`src/rtl/pkt_encoder.sv`:
```
// pkt_encoder: round-robin packet framer for the upstream link.
// Each packet is PREFIX, source id, length, payload, check byte, sent on a
// byte-wide valid/ready stream. The check byte is a mod-256 sum by default;
// define PKT_ENCODER_CRC8_EN to use CRC-8 (poly 0x07, init 0, MSB-first).
module pkt_encoder #(
  parameter int         N_SRC  = 38,
  parameter int         SRC_W  = (N_SRC > 1) ? $clog2(N_SRC) : 1,
  parameter logic [7:0] PREFIX = 8'hA5
) (
  input  logic               clk,
  input  logic               rst,
  input  logic [N_SRC-1:0]   src_valid,
  input  logic [8*N_SRC-1:0] src_len,
  input  logic [8*N_SRC-1:0] src_data,
  output logic [N_SRC-1:0]   src_rdreq,
  output logic [7:0]         tx_data,
  output logic               tx_valid,
  output logic               tx_last,
  input  logic               tx_ready,
  output logic               busy,
  output logic [7:0]         cur_src
);

  typedef enum logic [2:0] {
    S_IDLE, S_PREFIX, S_SRC, S_LEN, S_DATA, S_CHK
  } state_t;

  state_t state, state_n;

  logic [SRC_W-1:0] g, g_n, rr_ptr, rr_n, grant;
  logic [7:0]       len_q, len_n, cnt, cnt_n, chk, chk_n;
  logic [7:0]       tx_data_n;
  logic             tx_valid_n, tx_last_n;
  logic             pop, accept, grant_any;
  logic [N_SRC-1:0] rot;
  int               off, pos;

  logic [N_SRC-1:0][7:0] len_arr, dat_arr;
  assign len_arr = src_len;
  assign dat_arr = src_data;

  assign accept  = tx_valid & tx_ready;
  assign busy    = (state != S_IDLE);
  assign cur_src = 8'(g);

  // Running check value folded with one more transmitted byte.
  function automatic logic [7:0] chk_upd(input logic [7:0] acc, input logic [7:0] b);
`ifdef PKT_ENCODER_CRC8_EN
    logic [7:0] c;
    c = acc ^ b;
    for (int k = 0; k < 8; k++) c = c[7] ? ((c << 1) ^ 8'h07) : (c << 1);
    return c;
`else
    return acc + b;
`endif
  endfunction

  // Cyclic priority search: rotate requests so rr_ptr sits at bit 0, take the
  // lowest set bit, then rotate the offset back into a source index.
  always_comb begin
    rot       = N_SRC'({src_valid, src_valid} >> rr_ptr);
    grant_any = |rot;
    off       = 0;
    for (int i = N_SRC - 1; i >= 0; i--) begin
      if (rot[i]) off = i;
    end
    pos = int'(rr_ptr) + off;
    if (pos >= N_SRC) pos = pos - N_SRC;
    grant = SRC_W'(pos);
  end

  // State register.
  always_ff @(posedge clk) begin
    if (rst) state <= S_IDLE;
    else     state <= state_n;
  end

  // Next-state and next-byte logic; every byte state loads its successor
  // on the same edge that the current byte is accepted.
  always_comb begin
    state_n    = state;
    g_n        = g;
    rr_n       = rr_ptr;
    len_n      = len_q;
    cnt_n      = cnt;
    chk_n      = chk;
    tx_data_n  = tx_data;
    tx_valid_n = tx_valid;
    tx_last_n  = tx_last;
    pop        = 1'b0;
    case (state)
      S_IDLE: begin
        if (grant_any) begin
          g_n        = grant;
          len_n      = len_arr[grant];
          tx_data_n  = PREFIX;
          tx_valid_n = 1'b1;
          state_n    = S_PREFIX;
        end
      end
      S_PREFIX: begin
        if (accept) begin
          tx_data_n = 8'(g);
          chk_n     = chk_upd(8'h00, 8'(g));
          state_n   = S_SRC;
        end
      end
      S_SRC: begin
        if (accept) begin
          tx_data_n = len_q;
          chk_n     = chk_upd(chk, len_q);
          state_n   = S_LEN;
        end
      end
      S_LEN: begin
        if (accept) begin
          if (len_q == 8'd0) begin
            tx_data_n = chk;
            tx_last_n = 1'b1;
            state_n   = S_CHK;
          end else begin
            tx_data_n = dat_arr[g];
            chk_n     = chk_upd(chk, dat_arr[g]);
            cnt_n     = 8'd1;
            pop       = 1'b1;
            state_n   = S_DATA;
          end
        end
      end
      S_DATA: begin
        if (accept) begin
          if (cnt < len_q) begin
            tx_data_n = dat_arr[g];
            chk_n     = chk_upd(chk, dat_arr[g]);
            cnt_n     = cnt + 8'd1;
            pop       = 1'b1;
          end else begin
            tx_data_n = chk;
            tx_last_n = 1'b1;
            state_n   = S_CHK;
          end
        end
      end
      S_CHK: begin
        if (accept) begin
          tx_valid_n = 1'b0;
          tx_last_n  = 1'b0;
          cnt_n      = 8'd0;
          rr_n       = (int'(g) == N_SRC - 1) ? '0 : SRC_W'(int'(g) + 1);
          state_n    = S_IDLE;
        end
      end
      default: state_n = S_IDLE;
    endcase
    // The FIFO pops on exactly the edges that consume its head byte.
    src_rdreq = pop ? (N_SRC'(1) << g) : '0;
  end

  // Datapath registers.
  always_ff @(posedge clk) begin
    if (rst) begin
      g        <= '0;
      rr_ptr   <= '0;
      len_q    <= 8'd0;
      cnt      <= 8'd0;
      chk      <= 8'd0;
      tx_data  <= 8'd0;
      tx_valid <= 1'b0;
      tx_last  <= 1'b0;
    end else begin
      g        <= g_n;
      rr_ptr   <= rr_n;
      len_q    <= len_n;
      cnt      <= cnt_n;
      chk      <= chk_n;
      tx_data  <= tx_data_n;
      tx_valid <= tx_valid_n;
      tx_last  <= tx_last_n;
    end
  end

endmodule

```
`config.mk`:
```
export PLATFORM = sky130hd
export DESIGN_NAME = pkt_encoder
export DESIGN_NICKNAME = d
export VERILOG_FILES = /design/src/rtl/pkt_encoder.sv
export SDC_FILE = /design/constraint.sdc
export NUM_CORES = 1
export LEC_CHECK = 0
export ABC_CLOCK_PERIOD_IN_PS = 20200
export BUFFER_PORTS_ARGS = -buffer_cell sky130_fd_sc_hd__buf_2
export CORE_AREA = 3 3 275 277
export DETAILED_ROUTE_END_ITERATION = 6
export DIE_AREA = 0 0 278 280
export GPL_TIMING_DRIVEN = 0
export PLACE_DENSITY = 0.4
export SLEW_MARGIN = 20
export SYNTH_ARGS = -nofsm -noshare
export SYNTH_HDL_FRONTEND = slang
export SYNTH_SLANG_ARGS = --single-unit
```
`constraint.sdc`:
```
create_clock -name clk -period 20.2 [get_ports clk]
set_clock_uncertainty 0.1 [all_clocks]
set_input_delay 1.01 -clock clk [delete_from_list [all_inputs] [get_ports clk]]
set_output_delay 1.01 -clock clk [all_outputs]
set_load 0.005 [all_outputs]
```
==> flow_metrics.py <==
metrics = {
    "synth": {
        "synthCells": 1868,
        "synth.ff_latch_count": 49,
        "mux_share_of_post_synthesis_cell_area_pct": 37.64,
        "compound_gate_fraction_of_synth_area_pct": 24.14,
        "syn_area_per_cell_sq_um": 8.091,
        "synthAdderAreaFrac_pct": 2.583,
        "synth-seq-area-share_pct": 6.491,
        "combinational_family_with_the_most_area_after_synthesis": "multiplexers",
        "syn_area_sq_um": 15110,
        "yosys.area_share.xor_xnor_pct": 1.250,
        "synth_area_leader_cell": "mux4_2",
        "post_synth_num_cell_types": 92,
        "synth_enable_flop_cells": 0,
        "area_share_of_the_largest_cell_type_after_synthesis_pct": 24.14,
        "post_synth_and_or_nand_nor_area_fraction_pct": 21.98,
        "yosys-top-cells-area": "mux4_2, mux2i_1, dfxtp_1",
        "ys.warnings.count": 0,
        "synth_top_flop_cell": "dfxtp_1",
        "synth_async_sr_flop_share_pct": 0,
    },
    "timing": {
        "timing.slew.headroom_pct": 17.94,
        "unrepaired_setup_endpoints_after_global_routing": "no",
        "tightest_slew_ns": 1.231,
        "max_slew_violation_count": 0,
        "finalWorstPathRequiredPeriod_ns": 10.14,
        "count_of_endpoints_failing_setup_in_the_final_report": 0,
        "setup_ws_ns": 10.06,
        "max_freq_mhz": 98.60,
        "timing_hold_violations_final": 0,
        "final.setup.tns_ns": 0,
        "finalCritPeriodShare_pct": 50.21,
    },
    "critical_path": {
        "crit_path_end_kind": "flip-flop",
        "timing.critical_path.from_type": "flip-flop",
        "worstPathMaxFanout": 10,
        "path_class": "flip-flop to flip-flop",
        "critical_path_arrival_ns": 10.26,
        "worst_ep_required_time_ns": 20.31,
    },
    "power": {
        "ir_drop_uv": 26.47,
        "power.leakage_uw": 0.008084,
        "power-per-cell-area_nw_per_um2": 27.52,
    },
    "drt": {
        "final_antenna_net_count": 0,
        "dr_total_vias": 20683,
        "drt_pass1_iterations": 5,
        "drt_first_iter_violations": 2452,
        "post_drt_via_cell_ratio": 5.821,
        "route.final.wire_length_mm": 114.5,
        "total_drc_errors_in_the_routed_layout": 0,
        "wire_per_inst_um": 32.22,
    },
    "floorplan": {
        "dieWidth_um": 278,
        "initial_core_util_pct": 20.68,
        "fp.dieArea_sq_um": 77840,
        "floorplan.core_area_sq_um": 73080,
        "top_level_ports": 706,
        "floorplan.die.height_um": 280,
        "rows": 99,
    },
    "cells_and_area": {
        "area_used_by_multi_input_combinational_logic_sq_um": 13250,
        "area_growth_pct": 32.50,
        "finalCoreUtilization_pct": 27.40,
        "number_of_nets_in_the_finished_design": 3256,
        "final_cells": 3553,
        "filler_cell_count": 8164,
        "seq_area_sq_um": 980.9,
        "layout-drive-gt1-share_pct": 39.02,
    },
    "grt": {
        "grt_antenna_before_repair": 30,
        "grt_pass1_wl_mm": 157.2,
        "grt.total_usage_pct": 27.80,
        "global_route.overflow_total": 0,
        "first_global_vias": 20533,
        "grt_max_degree": 17,
    },
    "job": {
        "maxCapViolCount": 0,
    },
    "placed_design": {
        "detailedPlace.worstSlack_ns": 10.33,
        "placed_instance_count": 3529,
        "gp_congestion": 1.012,
        "hpwl_mm": 98.12,
        "io_buffer_count": 700,
    },
    "clocking": {
        "post_cts.repair.setup_buffers": 0,
        "cts_num_sinks": 49,
        "quantity_of_hold_fixing_buffers_added_after_cts": 0,
        "cts_buffer_depth": 2,
        "path_clk_slew_ns": 0.07,
        "tritoncts": "yes",
        "clk_latency_ns": 0.30,
        "cts_buffers": 5,
        "htree_levels": 2,
        "clock-root-buffer": "clkbuf_16",
        "post_cts.resized_instances": 0,
    },
    "hold_path": {
        "type_of_the_most_critical_hold_path": "flip-flop to flip-flop",
    },
    "status": {
        "status": "finished, final reports clean",
    },
}
-- state kept, by name, summed over array words and instances (netlist names) --
signal / count
tx_data: 8
state: 3
chk: 8
rr_ptr: 6
tx_valid: 1
g: 6
len_q: 8
tx_last: 1
cnt: 8
-- power by group --
part / total (uW) / internal (uW) / switching [uW] / leakage [uW]
clock: 87.2 / 46.2 / 41.0 / 0.0000703
combinational: 354 / 150 / 205 / 0.00761
sequential: 109 / 102 / 7.34 / 0.000401
-- worst max-delay path, cell delays in order (launching register included) --
cell and delay [ns]:
dfxtp_1 0.67, clkbuf_1 0.54, clkbuf_1 0.63, clkbuf_1 0.51, clkbuf_1 0.55, o311ai_0 0.39
nor4_1 0.41, a21oi_1 0.07, o221ai_1 0.31, a21o_1 0.16, a31oi_1 0.15, o211a_1 0.29
ha_1 0.22, fa_1 0.42, a211oi_2 0.44, o21bai_1 0.21, a221oi_1 0.63, o21ai_1 0.35
a21oi_1 0.73, buf_2 0.39, a21oi_1 0.07, a2111oi_1 0.94, nor2_1 0.27, and4_1 0.32
a211oi_1 0.24
-- stage by stage --
step	cell area [sq um]	hold WS, ns	power [uW]
3_5_place_dp	19840	0.3640	459.5
4_1_cts	19980	0.3733	548.5
5_1_grt	20000	0.4031	578.9
3_3_place_gp	19820	0.3452	459.6
2_1_floorplan	15120	0.3447	282.0
6_report	20030	0.3696	551.1
-- layout make-up --
class	count	share of cell area [%]
diodes	16	0.1999
plain buffers	174	3.824
clock buffers	5	0.6248
clock inverters	3	0.1062
inverters	34	0.6373
multi-input cells	1612	66.19
flip-flops and latches	49	4.898
well taps	959	5.992
repair buffers	701	17.53
-- layout by cell type, fill, tap and decap left out, types with 23 or more instances in the layout --
master,count
a22oi_1,26
buf_2,737
a31oi_1,23
clkbuf_1,107
o22ai_1,27
mux2i_1,142
a2111oi_0,24
nand2_1,231
mux4_2,162
o21ai_0,66
inv_1,31
nor3_1,50
mux2_2,50
a21oi_1,67
ha_1,28
nand3_1,71
and3_1,39
dfxtp_1,49
a32oi_1,27
o211ai_1,32
nor2_1,175
a211oi_1,35
-- cell families after synthesis --
kind of cell               count (synthesis)
and+or+nand+nor                          703
adders and majority gates                 30
AOI/OAI and AO/OA                        498
buffers and inverters                    208
DFF                                       49
other                                      1
muxes                                    359
xor gates and xnor gates                  20
-- layer usage --
layer,GRT usage (%),part of all wire [%]
met5,0,0.030
met4,8.894,4.0
met3,5.126,8.7
met2,46.23,47
met1,36.49,40
-- worst paths after layout --
kind / to / cells past startpoint / startpoint / slack (ns)
max: len_q[5] / 24 / rr_ptr[4] / 10.06
min: tx_data[1] / 2 / tx_data[1] / 0.37
max reg2reg: len_q[5] / 24 / rr_ptr[4] / 10.06
min reg2reg: tx_data[1] / 2 / tx_data[1] / 0.37
-- synthesized netlist by cell type (23+ instances only) --
| cell | instances |
|---|---|
| nand2_1 | 231 |
| nand3_1 | 71 |
| nor3_1 | 50 |
| and3_1 | 39 |
| a2111oi_0 | 26 |
| buf_2 | 35 |
| mux4_2 | 162 |
| inv_1 | 31 |
| o22ai_1 | 27 |
| a22oi_1 | 26 |
| mux2i_1 | 142 |
| ha_1 | 28 |
| o211ai_1 | 32 |
| clkbuf_1 | 107 |
| mux2_2 | 50 |
| dfxtp_1 | 49 |
| a31oi_1 | 23 |
| o21ai_0 | 66 |
| a21oi_1 | 67 |
| nor2_1 | 175 |
| a32oi_1 | 27 |
| a211oi_1 | 35 |
Power figures use the tool's default switching activity.
